### config.mk
export PLATFORM = sky130hd
export DESIGN_NAME = noc_output_arbiter_flat
export DESIGN_NICKNAME = d
export VERILOG_FILES = /design/src/rtl/noc_output_arbiter_if.sv /design/src/rtl/noc_output_arbiter.sv /design/src/flat_wrapper.sv
export SDC_FILE = /design/constraint.sdc
export NUM_CORES = 1
export LEC_CHECK = 0
export ABC_CLOCK_PERIOD_IN_PS = 8700
export BUFFER_PORTS_ARGS = -buffer_cell sky130_fd_sc_hd__buf_2
export CORE_UTILIZATION = 40
export DETAILED_ROUTE_END_ITERATION = 7
export PLACE_DENSITY_LB_ADDON = 0.05
export SLEW_MARGIN = 10
export SYNTH_ARGS = -nofsm -noshare
export SYNTH_HDL_FRONTEND = slang
export SYNTH_SLANG_ARGS = --single-unit
### constraint.sdc
create_clock -name noc_clk -period 8.7 [get_ports noc_clk]
set_input_delay 0.87 -clock noc_clk [delete_from_list [all_inputs] [get_ports noc_clk]]
set_output_delay 0.87 -clock noc_clk [all_outputs]
set_load 0.1 [all_outputs]
### src/rtl/noc_output_arbiter_if.sv
// Handshake bundle between the input ports, the downstream credit path and one
// router output arbiter.
interface noc_output_arbiter_if #(
  parameter int NUM_IN       = 5,
  parameter int CREDIT_DEPTH = 4
);
  localparam int IW = (NUM_IN > 1) ? $clog2(NUM_IN) : 1;
  localparam int CW = $clog2(CREDIT_DEPTH + 1);

  logic [NUM_IN-1:0] req;
  logic [NUM_IN-1:0] head;
  logic [NUM_IN-1:0] tail;
  logic              credit_return;
  logic [NUM_IN-1:0] grant;
  logic              xfer;
  logic [IW-1:0]     grant_idx;
  logic              locked;
  logic [CW-1:0]     credit_cnt;
  logic              credit_err;

  modport master (
    output req, head, tail, credit_return,
    input  grant, xfer, grant_idx, locked, credit_cnt, credit_err
  );

  modport slave (
    input  req, head, tail, credit_return,
    output grant, xfer, grant_idx, locked, credit_cnt, credit_err
  );
endinterface

### src/rtl/noc_output_arbiter.sv
// Wormhole round-robin arbiter for one NoC router output port. Whole packets are
// granted, and a flit is granted only when the downstream buffer has a free slot.
module noc_output_arbiter #(
  parameter int NUM_IN       = 5,
  parameter int CREDIT_DEPTH = 4
) (
  input  logic                 noc_clk,
  input  logic                 noc_rst_n,
  noc_output_arbiter_if.slave  bus
);
  localparam int          IW = (NUM_IN > 1) ? $clog2(NUM_IN) : 1;
  localparam int          CW = $clog2(CREDIT_DEPTH + 1);
  localparam int unsigned N  = NUM_IN;

  typedef enum logic {IDLE, LOCKED} state_t;

  state_t            state_q, state_d;
  logic [IW-1:0]     owner_q, owner_d;
  logic [IW-1:0]     rr_ptr_q, rr_ptr_d;
  logic [IW-1:0]     gidx_q, gidx_d;
  logic [CW-1:0]     credit_q, credit_d;
  logic              err_q, err_d;

  logic [NUM_IN-1:0] cand;
  logic [NUM_IN-1:0] grant_c;
  logic              found;
  logic [IW-1:0]     win;
  logic              credit_ok;
  logic              xfer_c;

  function automatic logic [IW-1:0] wrap_inc(input logic [IW-1:0] i);
    return (32'(i) == N - 1) ? '0 : i + 1'b1;
  endfunction

  // First head candidate at or above rr_ptr, wrapping around.
  always_comb begin
    int unsigned idx;
    cand  = bus.req & bus.head;
    found = 1'b0;
    win   = '0;
    for (int unsigned k = 0; k < N; k++) begin
      idx = 32'(rr_ptr_q) + k;
      if (idx >= N) idx = idx - N;
      if (!found && cand[idx[IW-1:0]]) begin
        found = 1'b1;
        win   = idx[IW-1:0];
      end
    end
  end

  assign credit_ok = (credit_q != '0);

  // Grant is forced low while reset is asserted so outputs are quiet immediately.
  always_comb begin
    state_d  = state_q;
    owner_d  = owner_q;
    rr_ptr_d = rr_ptr_q;
    gidx_d   = gidx_q;
    grant_c  = '0;
    case (state_q)
      IDLE: begin
        if (found && credit_ok && noc_rst_n) begin
          grant_c[win] = 1'b1;
          gidx_d       = win;
          if (bus.tail[win]) begin
            rr_ptr_d = wrap_inc(win);
          end else begin
            state_d = LOCKED;
            owner_d = win;
          end
        end
      end
      LOCKED: begin
        if (bus.req[owner_q] && credit_ok && noc_rst_n) begin
          grant_c[owner_q] = 1'b1;
          gidx_d           = owner_q;
          if (bus.tail[owner_q]) begin
            state_d  = IDLE;
            rr_ptr_d = wrap_inc(owner_q);
          end
        end
      end
      default: state_d = IDLE;
    endcase
  end

  assign xfer_c = |grant_c;

  // Overflow only when a credit arrives at full count with no flit leaving.
  always_comb begin
    credit_d = credit_q;
    err_d    = 1'b0;
    if (xfer_c && !bus.credit_return) begin
      credit_d = credit_q - 1'b1;
    end else if (!xfer_c && bus.credit_return) begin
      if (credit_q == CW'(CREDIT_DEPTH)) err_d = 1'b1;
      else                               credit_d = credit_q + 1'b1;
    end
  end

  always_ff @(posedge noc_clk or negedge noc_rst_n) begin
    if (!noc_rst_n) begin
      state_q  <= IDLE;
      owner_q  <= '0;
      rr_ptr_q <= '0;
      gidx_q   <= '0;
      credit_q <= CW'(CREDIT_DEPTH);
      err_q    <= 1'b0;
    end else begin
      state_q  <= state_d;
      owner_q  <= owner_d;
      rr_ptr_q <= rr_ptr_d;
      gidx_q   <= gidx_d;
      credit_q <= credit_d;
      err_q    <= err_d;
    end
  end

  assign bus.grant      = grant_c;
  assign bus.xfer       = xfer_c;
  assign bus.grant_idx  = xfer_c ? gidx_d : gidx_q;
  assign bus.locked     = (state_q == LOCKED);
  assign bus.credit_cnt = credit_q;
  assign bus.credit_err = err_q;
endmodule

### src/flat_wrapper.sv
// flat-port wrapper written by rule: the top's interface ports become plain ports
module noc_output_arbiter_flat 
#(
  parameter int NUM_IN       = 5,
  parameter int CREDIT_DEPTH = 4
)
  (noc_clk, noc_rst_n, bus_req, bus_head, bus_tail, bus_credit_return, bus_grant, bus_xfer, bus_grant_idx, bus_locked, bus_credit_cnt, bus_credit_err);
  noc_output_arbiter_if #(.NUM_IN(NUM_IN), .CREDIT_DEPTH(CREDIT_DEPTH)) bus_i ();
  input  logic noc_clk;
  input  logic noc_rst_n;
  input wire logic [$bits(bus_i.req)-1:0] bus_req;
  input wire logic [$bits(bus_i.head)-1:0] bus_head;
  input wire logic [$bits(bus_i.tail)-1:0] bus_tail;
  input wire logic [$bits(bus_i.credit_return)-1:0] bus_credit_return;
  output wire logic [$bits(bus_i.grant)-1:0] bus_grant;
  output wire logic [$bits(bus_i.xfer)-1:0] bus_xfer;
  output wire logic [$bits(bus_i.grant_idx)-1:0] bus_grant_idx;
  output wire logic [$bits(bus_i.locked)-1:0] bus_locked;
  output wire logic [$bits(bus_i.credit_cnt)-1:0] bus_credit_cnt;
  output wire logic [$bits(bus_i.credit_err)-1:0] bus_credit_err;
  assign bus_i.req = bus_req;
  assign bus_i.head = bus_head;
  assign bus_i.tail = bus_tail;
  assign bus_i.credit_return = bus_credit_return;
  assign bus_grant = bus_i.grant;
  assign bus_xfer = bus_i.xfer;
  assign bus_grant_idx = bus_i.grant_idx;
  assign bus_locked = bus_i.locked;
  assign bus_credit_cnt = bus_i.credit_cnt;
  assign bus_credit_err = bus_i.credit_err;
  noc_output_arbiter #(.NUM_IN(NUM_IN), .CREDIT_DEPTH(CREDIT_DEPTH)) u_core (.noc_clk(noc_clk), .noc_rst_n(noc_rst_n), .bus(bus_i));
endmodule
==> impl_metrics.yaml, run 1 <==
logic_synthesis:
  synth_top_flop_cell: "dfrtp_1"
  postSynthCellCount: 310
  synth_area_per_cell_um2: 7.35
  synth_edf_count: 0
  synth-seq-cells: 14
  yosys_warnings: 0
  synth.distinct_cells: 75
  synth_fp_nets: 343
  synth_area_leaders: "dfrtp_1 14%, ha_1 7.1%, nand2_1 6.6%"
  yosysSeqAreaShare_pct: 15.4
  synthArstFlopShare_pct: 100
  synth.cell_area_um2: 2280
  yosys.area.top_type: "dfrtp_1"
  synth_top_area_share_pct: 14.3
setup_path:
  required_ns: 7.83
  path_delay_family: "buffers and inverters"
  path_cells: "buf_4 > inv_2 > ha_1 > ha_1 > inv_1 > o21ai_0 > a21oi_1 > or3_1 > o21a_1 > nor2_1 > nand4_1 > nand2_1 > clkinv_1 > nand2_1 > o21ai_0 > o21ai_0 > buf_2"
  slowest_stage: "ha_1"
  critical_path_class: "flip-flop to output pin"
  cpMostUsedCell: "o21ai_0"
  cp-startpoint: "u_core.rr_ptr_q[0]$_DFFE_PN0P_"
  critPathMaxFanout: 28
  crit_arrival_ns: 4.69
  cp.depth: 17
  reg2reg_from: "u_core.rr_ptr_q[0]$_DFFE_PN0P_"
  path_buf_inv: 5
  cp-end-kind: "output pin"
  rr_worst_depth: 20
  crit_path_start_kind: "flip-flop"
  cpPeakStageDelay_ns: 0.47
die:
  fp.coreArea_um2: 5510
  dieArea_um2: 6000
  start_util_pct: 41.4
  rows: 27
  die_y_um: 77.5
  io_pins: 32
  die_x_um: 77.5
clocking:
  cts_sinks: 14
  cts_buffer_depth: 2
  clkSlewWorstSetupHoldPaths_ns: 0.06
  cts_setup_buffers: 0
  ctsRootBufferMaster: "clkbuf_8"
  h-tree-depth: 1
  clock_latency_ns: 0.25
  cts_tree: "built"
  cts_resized: 0
  cts_made_buffers: 3
  cts_hold_buf: 0
flow_run:
  drv_cap: 0
global_routing:
  grt_antenna_before_repair: 0
  grt_pass1_wl_um: 11000
  overflow: 0
  grt_pass1_vias: 2258
  grt_max_degree: 29
  grt.total_usage_pct: 23.0
placed_design:
  hpwl_um: 5350
  port_buffers: 31
  routabilityCongestion: 0.844
timing:
  fmax_mhz: 180
  finalSetupViolations: 0
  slew_viol_final: 0
  clock_skew_ns: 0.000980
  final.min_clock_period_ns: 5.56
  tightest_slew_ns: 0.628
  fin_tns_setup_ns: 0
  grt_setup_unrepaired: "no"
  final_hold_viol_count: 0
  fin_crit_sh_pct: 63.9
  max-slew-margin-rel_pct: 58.0
finish:
  drive_above_1_share_pct: 17.1
  area_delta_synth_final_pct: 10.8
  n_antenna_cell: 0
  num-nets-final: 367
drt:
  vias: 2412
  ant_nets: 0
  first_iter_violations: 236
  wire_per_inst_um: 16.8
  via_per_inst: 5.96
  remaining_drc_errors: 0
  totalWireLength_um: 6810
  dr.pass1.iters: 4
min_path:
  hp-class: "input port to async pin"
status:
  run_status: "finished clean"
==> cells in the final DEF (no fill, tap or decap), types with 4 or more instances in the layout <==
| cell | synthesis | routed |
|---|---|---|
| nand2_1 | 40 | 40 |
| buf_2 | 4 | 31 |
| nor2_1 | 25 | 25 |
| a21oi_1 | 22 | 22 |
| o21ai_0 | 18 | 18 |
| inv_1 | 15 | 15 |
| nor3_1 | 14 | 14 |
| ha_1 | 13 | 13 |
| dfrtp_1 | 13 | 13 |
| nand3_1 | 10 | 10 |
| mux2i_1 | 6 | 6 |
| and2_1 | 6 | 6 |
| o22ai_1 | 6 | 6 |
| a21o_1 | 5 | 5 |
| nor2b_1 | 5 | 5 |
| nand4_1 | 5 | 5 |
| nand2b_1 | 5 | 5 |
| o21a_1 | 4 | 4 |
| or3_1 | 4 | 4 |
| a211oi_1 | 4 | 4 |
| a31oi_1 | 4 | 4 |
| clkbuf_8 | 0 | 4 |
==> state kept, by name (all words and copies together), names as in the netlist <==
signal                 count
u_core.gidx_q              3
u_core.rr_ptr_q            3
u_core.bus.locked          1
u_core.owner_q             3
u_core.bus.credit_cnt      3
u_core.bus.credit_err      1
==> per-stage QoR <==
stage	setup WS (ns)	utilization [%]	instance area [um^2]	hold WS, ns	cells
2_1_floorplan	2.47	-	2280	0.542	310
3_3_place_gp	3.49	44.8	2470	0.539	401
3_5_place_dp	3.48	44.8	2470	0.543	401
4_1_cts	3.19	45.8	2520	0.530	405
5_1_grt	2.90	45.8	2520	0.541	405
6_report	3.14	45.8	2520	0.520	405
==> layer usage <==
| metal | track usage [%] | part of all wire [%] | up-vias |
|---|---|---|---|
| li1 | - | - | 1205 |
| met1 | 29.3 | 47 | 1154 |
| met2 | 41.6 | 50 | 44 |
| met3 | 0.824 | 2.1 | 9 |
| met4 | 7.36 | 1.6 | 0 |
| met5 | 0 | 0 | - |
==> area by class of cell <==
class,instances,area [um^2]
clock buffer,4,55.1
fill,572,2980
inverter,18,67.6
multi-input combinational,265,1800
sequential,14,352
tap,72,90.1
timing repair buffer,32,163
==> Yosys cell counts, types with 6 or more instances <==
| library cell | number |
|---|---|
| a21oi_1 | 22 |
| nor3_1 | 14 |
| and2_1 | 6 |
| dfrtp_1 | 13 |
| nand3_1 | 10 |
| inv_1 | 15 |
| nor2_1 | 25 |
| clkbuf_1 | 8 |
| o21ai_0 | 18 |
| mux2i_1 | 6 |
| ha_1 | 13 |
| o22ai_1 | 6 |
| nand2_1 | 40 |
==> worst register-to-register path, delay by kind of cell, from the launching register on <==
| kind | cells | cell delay (ns) |
|---|---|---|
| buf+inv | 3 | 0.63 |
| flops | 1 | 0.32 |
| fa+ha+maj | 4 | 1.48 |
| simple gates | 6 | 1.22 |
| compound gates | 7 | 1.38 |
==> final timing paths <==
check	end	slack [ns]
setup / recovery	bus_grant_idx[0]	3.14
hold / removal	u_core.gidx_q[0]$_DFF_PN0_	0.52
setup reg to reg	u_core.bus.credit_cnt[2]$_DFFE_PN1P_	3.60
hold reg to reg	u_core.bus.credit_cnt[2]$_DFFE_PN1P_	0.55
max in group asynchronous	u_core.bus.credit_cnt[2]$_DFFE_PN1P_	7.88
min in group noc_clk	u_core.bus.credit_cnt[2]$_DFFE_PN1P_	0.55
==> cell families after synthesis <==
family                     count (synthesis)  share of synthesized area [%]
adders and majority gates                 15                           8.90
xor gates and xnor gates                   3                           1.48
DFF                                       14                           15.4
muxes                                      9                           4.62
AOI/OAI and AO/OA                        109                           34.9
and+or+nand+nor                          129                           29.0
buffers and inverters                     31                           5.66
Power of run 1 is left out: the tool's default activity adds up to more than one toggle a clock period on the data nets, which glitch-free logic cannot reach.
==> inputs of run 2 (changes only) <==
- ABC_CLOCK_PERIOD_IN_PS: 8700 -> 5200
- clock period: 8.7 -> 5.2 ns (I/O delays scaled with it)
==> run 2 against run 1 <==
  * Hold slack lost 0.35 ns
  * Setup slack lost 2.7 ns
  * Core utilization grew 1.4 points
  * Sequential share of layout area shrank 0.42 points
  * Design area grew 3.1%
  * Via count grew 1.2%
  * First-iteration DRC count shrank 26%
  * Die area is the same
  * Critical path depth shrank 1
==> impl_metrics.yaml, run 2 (synthesis gave the netlist of run 1 again) <==
timing:
  clock_skew_ns: 0.00123
  fin_tns_setup_ns: 0
  fmax_mhz: 212
  post-route-worst-setup-slack_ns: 0.475
  max-slew-margin-rel_pct: 62.2
  slew_viol_final: 0
  tightest_slew_ns: 0.563
  finalSetupViolations: 0
  final_hold_viol_count: 0
  fin_crit_sh_pct: 90.9
  grt_setup_unrepaired: "no"
  final.min_clock_period_ns: 4.73
clocking:
  cts_sinks: 14
  cts_tree: "built"
  cts_hold_buf: 0
  h-tree-depth: 1
  cts_resized: 0
  cts_setup_buffers: 0
  clock_latency_ns: 0.25
  cts_made_buffers: 3
  cts_buffer_depth: 2
  ctsRootBufferMaster: "clkbuf_8"
  clkSlewWorstSetupHoldPaths_ns: 0.06
setup_path:
  slowest_stage: "buf_2"
  critPathMaxFanout: 16
  cpMostUsedCell: "nand2_1"
  cp-end-kind: "output pin"
  cpPeakStageDelay_ns: 0.44
  path_cells: "inv_2 > ha_1 > inv_1 > fa_1 > nor2b_1 > and2_1 > nor3_1 > o22ai_1 > nand3_1 > or2_4 > o32ai_2 > nand2_1 > clkinv_1 > nand2_1 > o22ai_2 > buf_2"
  required_ns: 4.68
  path_buf_inv: 4
  crit_arrival_ns: 4.21
  critical_path_class: "flip-flop to output pin"
  path_delay_family: "simple AND/OR/NAND/NOR gates"
  crit_path_start_kind: "flip-flop"
die:
  fp.coreArea_um2: 5510
  die_y_um: 77.5
  dieArea_um2: 6000
  die_x_um: 77.5
  start_util_pct: 41.4
  rows: 27
  io_pins: 32
drt:
  dr.pass1.iters: 4
  wire_per_inst_um: 16.4
  ant_nets: 0
  totalWireLength_um: 6710
  vias: 2442
  via_per_inst: 5.99
  first_iter_violations: 175
  remaining_drc_errors: 0
global_routing:
  grt.total_usage_pct: 22.9
  grt_antenna_before_repair: 0
  grt_pass1_vias: 2274
  grt_max_degree: 28
  grt_pass1_wl_um: 11000
  overflow: 0
finish:
  mostFrequentLayoutCell: "nand2_1"
  n_antenna_cell: 0
  num-nets-final: 370
  final_cells: 408
  area_delta_synth_final_pct: 14.2
  final_cell_mix: "40 x nand2_1, 28 x buf_2, 25 x nor2_1"
  drive_above_1_share_pct: 18.5
  fillers: 562
  finish.utilization_pct: 47.2
placed_design:
  dp.cells: 404
  routabilityCongestion: 0.862
  port_buffers: 31
  hpwl_um: 5310
  place_ws_ns: 0.761
status:
  run_status: "finished clean"
min_path:
  hp-class: "input port to async pin"
flow_run:
  drv_cap: 0
run 2: changes by cell type in the layout (fill, tap and decap cells not counted), sizes merged:
| cell | before | now |
|---|---|---|
| buf | 32 | 35 |
run 2: final timing paths:
kind,startpoint,end,slack (ns),cells after the start
worst max-delay path,u_core.rr_ptr_q[0]$_DFFE_PN0P_,bus_grant[2],0.47,16
worst min-delay path,noc_rst_n,u_core.gidx_q[2]$_DFF_PN0_,0.17,1
worst max register to register,u_core.rr_ptr_q[1]$_DFFE_PN0P_,u_core.bus.credit_cnt[2]$_DFFE_PN1P_,0.75,19
worst min register to register,u_core.bus.credit_cnt[2]$_DFFE_PN1P_,u_core.bus.credit_cnt[2]$_DFFE_PN1P_,0.55,2
max in group asynchronous,noc_rst_n,u_core.bus.credit_cnt[2]$_DFFE_PN1P_,4.73,1
min in group noc_clk,bus_tail[4],u_core.owner_q[2]$_DFFE_PN0P_,0.50,2
run 2: per-layer routing:
| layer | vias up | routed length (um) | global-route usage [%] |
|---|---|---|---|
| met3 | 10 | 247 | 0.706 |
| met2 | 64 | 3240 | 39.8 |
| met1 | 1151 | 3090 | 30.2 |
| li1 | 1217 | - | - |
| met4 | 0 | 124 | 7.74 |
| met5 | - | 0 | 0 |
run 2: metrics by stage:
step | instance area, um^2 | hold slack [ns]
after floorplan | 2290 | 0.224
after global placement | 2550 | 0.450
after detailed placement | 2550 | 0.453
after CTS | 2600 | 0.188
after global routing | 2600 | 0.205
final | 2600 | 0.166
run 2: cell type report:
| class | count | area, um^2 | area share (%) |
|---|---|---|---|
| Multi-Input combinational cell | 265 | 1810 | 69.5 |
| Sequential cell | 14 | 352 | 13.5 |
| Timing Repair Buffer | 35 | 230 | 8.85 |
| Tap cell | 72 | 90.1 | 3.46 |
| Inverter | 18 | 67.6 | 2.60 |
| Clock buffer | 4 | 55.1 | 2.12 |
run 2: worst reg2reg max path, stage by stage (launching register included):
cell and delay [ns]:
dfrtp_1 0.45, inv_1 0.18, ha_1 0.24, ha_1 0.43
inv_1 0.09, o21ai_0 0.33, a21oi_1 0.06, or3_1 0.34
o21a_1 0.26, nor2_1 0.30, a31oi_1 0.20, nand2_1 0.22
o21ai_2 0.11, ha_1 0.25, fa_1 0.43, nand2_1 0.09
nor3_1 0.04, nor3_1 0.18, a21oi_1 0.06, a21oi_1 0.12
Power of run 2 is left out for the same reason.
==> inputs of run 3 (changes only) <==
- ABC_AREA: unset -> 1
==> run 3 against run 2 <==
  * Non-clock buffer count shrank 2
  * Synthesized cell count grew 10%
  * Design area shrank 0.53%
  * Hold slack gained 0.0023 ns
  * Area after synthesis grew 1.1%
  * Critical path depth grew 10
  * Core utilization shrank 0.54 points
  * Global-route usage shrank 1.1 points
  * First-iteration DRC count shrank 34%
==> impl_metrics.yaml, run 3 <==
logic_synthesis:
  netlist_top_cells_count: "81 x nand2_1, 48 x nand3_1, 41 x inv_1"
  yosys.area.top_type: "dfrtp_1"
  synth.distinct_cells: 43
  synth_most_common_cell: "nand2_1"
  synth_area_per_cell_um2: 6.73
  yosys_warnings: 0
  synth-seq-cells: 14
  synth_top_area_share_pct: 14.1
  yosysSeqAreaShare_pct: 15.3
  synth_fp_nets: 375
  synth_area_leaders: "dfrtp_1 14%, nand2_1 13%, nand3_1 10%"
  synthArstFlopShare_pct: 100
  synth_edf_count: 0
  synth.cell_area_um2: 2300
  postSynthCellCount: 342
  synth_top_flop_cell: "dfrtp_1"
global_routing:
  grt.total_usage_pct: 21.7
  grt_max_degree: 16
  grt_pass1_wl_um: 10600
  grt_antenna_before_repair: 0
  grt_pass1_vias: 2261
  overflow: 0
finish:
  num-nets-final: 408
  final_cell_mix: "81 x nand2_1, 47 x nand3_1, 41 x inv_1"
  fillers: 605
  drive_above_1_share_pct: 27.8
  multi_input_comb_area_um2: 1730
  area_delta_synth_final_pct: 12.4
  n_antenna_cell: 0
  mostFrequentLayoutCell: "nand2_1"
  layout.area.seq_um2: 352
setup_path:
  critPathMaxFanout: 8
  cp-startpoint: "u_core.rr_ptr_q[1]$_DFFE_PN0P_"
  crit_arrival_ns: 4.49
  rr_worst_depth: 26
  rr_endpoint: "u_core.bus.credit_cnt[2]$_DFFE_PN1P_"
  cp-end-kind: "flip-flop"
  crit_path_start_kind: "flip-flop"
  reg2reg_from: "u_core.rr_ptr_q[1]$_DFFE_PN0P_"
  required_ns: 5.37
  crit_end: "u_core.bus.credit_cnt[2]$_DFFE_PN1P_"
  critical_path_class: "flip-flop to flip-flop"
  reg2reg_setup_slack_ns: 0.88
clocking:
  h-tree-depth: 1
  clkSlewWorstSetupHoldPaths_ns: 0.06
  cts_tree: "built"
  cts_resized: 0
  cts_made_buffers: 3
  clock_latency_ns: 0.24
  cts_buffer_depth: 2
  cts_setup_buffers: 0
  cts_hold_buf: 0
  ctsRootBufferMaster: "clkbuf_8"
  cts_sinks: 14
timing:
  slew_viol_final: 0
  final.min_clock_period_ns: 4.32
  max-slew-margin-rel_pct: 63.0
  finalSetupViolations: 0
  fin_crit_sh_pct: 83.2
  fmax_mhz: 231
  clock_skew_ns: 0.00363
  grt_setup_unrepaired: "no"
  final_hold_viol_count: 0
  fin_tns_setup_ns: 0
  tightest_slew_ns: 0.550
die:
  rows: 27
  dieArea_um2: 6060
  fp.coreArea_um2: 5540
  start_util_pct: 41.6
  die_y_um: 77.9
  io_pins: 32
  die_x_um: 77.9
placed_design:
  routabilityCongestion: 0.865
  port_buffers: 31
  hpwl_um: 5170
drt:
  totalWireLength_um: 6220
  wire_per_inst_um: 14.0
  via_per_inst: 5.24
  remaining_drc_errors: 0
  ant_nets: 0
  dr.pass1.iters: 4
  first_iter_violations: 115
  vias: 2335
min_path:
  hp-class: "input port to async pin"
flow_run:
  drv_cap: 0
status:
  run_status: "finished clean"
[run 3: changes by cell type after synthesis, sizes merged, moves of 12 or more]
cell / previous run / this run
nand2: 40 / 107
nand3: 10 / 60
nor3: 14 / 2
inv: 16 / 50
a21oi: 23 / 7
[run 3: how the worst min path moves through the flow]
stage	startpoint	endpoint	slack [ns]
final	noc_rst_n	u_core.gidx_q[0]$_DFF_PN0_	0.17
after global routing	noc_rst_n	u_core.gidx_q[1]$_DFF_PN0_	0.18
after CTS	noc_rst_n	u_core.gidx_q[0]$_DFF_PN0_	0.18
after detailed placement	noc_rst_n	u_core.gidx_q[0]$_DFF_PN0_	0.44
after global placement	noc_rst_n	u_core.gidx_q[1]$_DFF_PN0_	0.44
after floorplan	noc_rst_n	u_core.bus.credit_cnt[0]$_DFFE_PN0P_	0.22
[run 3: worst max-delay path, stage by stage (launching register included)]
cell and delay [ns]:
dfrtp_1 0.50, inv_1 0.19, ha_1 0.27, ha_1 0.32
nand2_1 0.14, nand3_1 0.17, nand2_2 0.14, nand2_1 0.06
nand3_1 0.06, nand2_1 0.07, nand2_2 0.07, nand2_4 0.08
nor3_4 0.26, nand2_2 0.10, nand2_4 0.09, inv_4 0.06
nand2_4 0.09, nor2_2 0.06, nand2_1 0.06, o21ai_2 0.07
nor2_1 0.13, nand3_2 0.11, ha_1 0.25, fa_1 0.39
or2_2 0.28, nand3_1 0.09, xor2_1 0.14
[run 3: cell type report]
class                   count  area share, %
flip-flops and latches     14           13.6
inverters                  50           7.35
multi-input cells         273           66.9
repair buffers             33           6.58
clock buffers               4           2.13
well taps                  72           3.48
[run 3: kinds of logic after synthesis]
| group | synth area share (%) |
|---|---|
| xor gates and xnor gates | 2.61 |
| AOI/OAI and AO/OA | 12.3 |
| and+or+nand+nor | 50.5 |
| adders and majority gates | 8.80 |
| muxes | 0.489 |
| DFF | 15.3 |
| buffers and inverters | 9.95 |
[run 3: layer usage]
layer | part of all wire (%) | wire (um) | GRT usage [%] | vias up
met5 | 0 | 0 | 0 | -
met4 | 1.6 | 98 | 4.34 | 0
met3 | 2.4 | 149 | 1.06 | 6
met2 | 53 | 3270 | 42.2 | 38
met1 | 43 | 2700 | 26.0 | 1082
li1 | - | - | - | 1209
[run 3: per-stage QoR]
step	hold slack [ns]	worst slack [ns]	cell area [um^2]	utilization [%]	cells
finish	0.169	0.875	2590	46.7	446
global route	0.184	0.460	2590	46.7	446
CTS	0.179	0.831	2590	46.7	446
detailed placement	0.442	0.844	2530	45.7	442
global placement	0.444	0.892	2530	45.7	442
floorplan	0.224	0.276	2310	-	342
Power of run 3 is left out for the same reason.
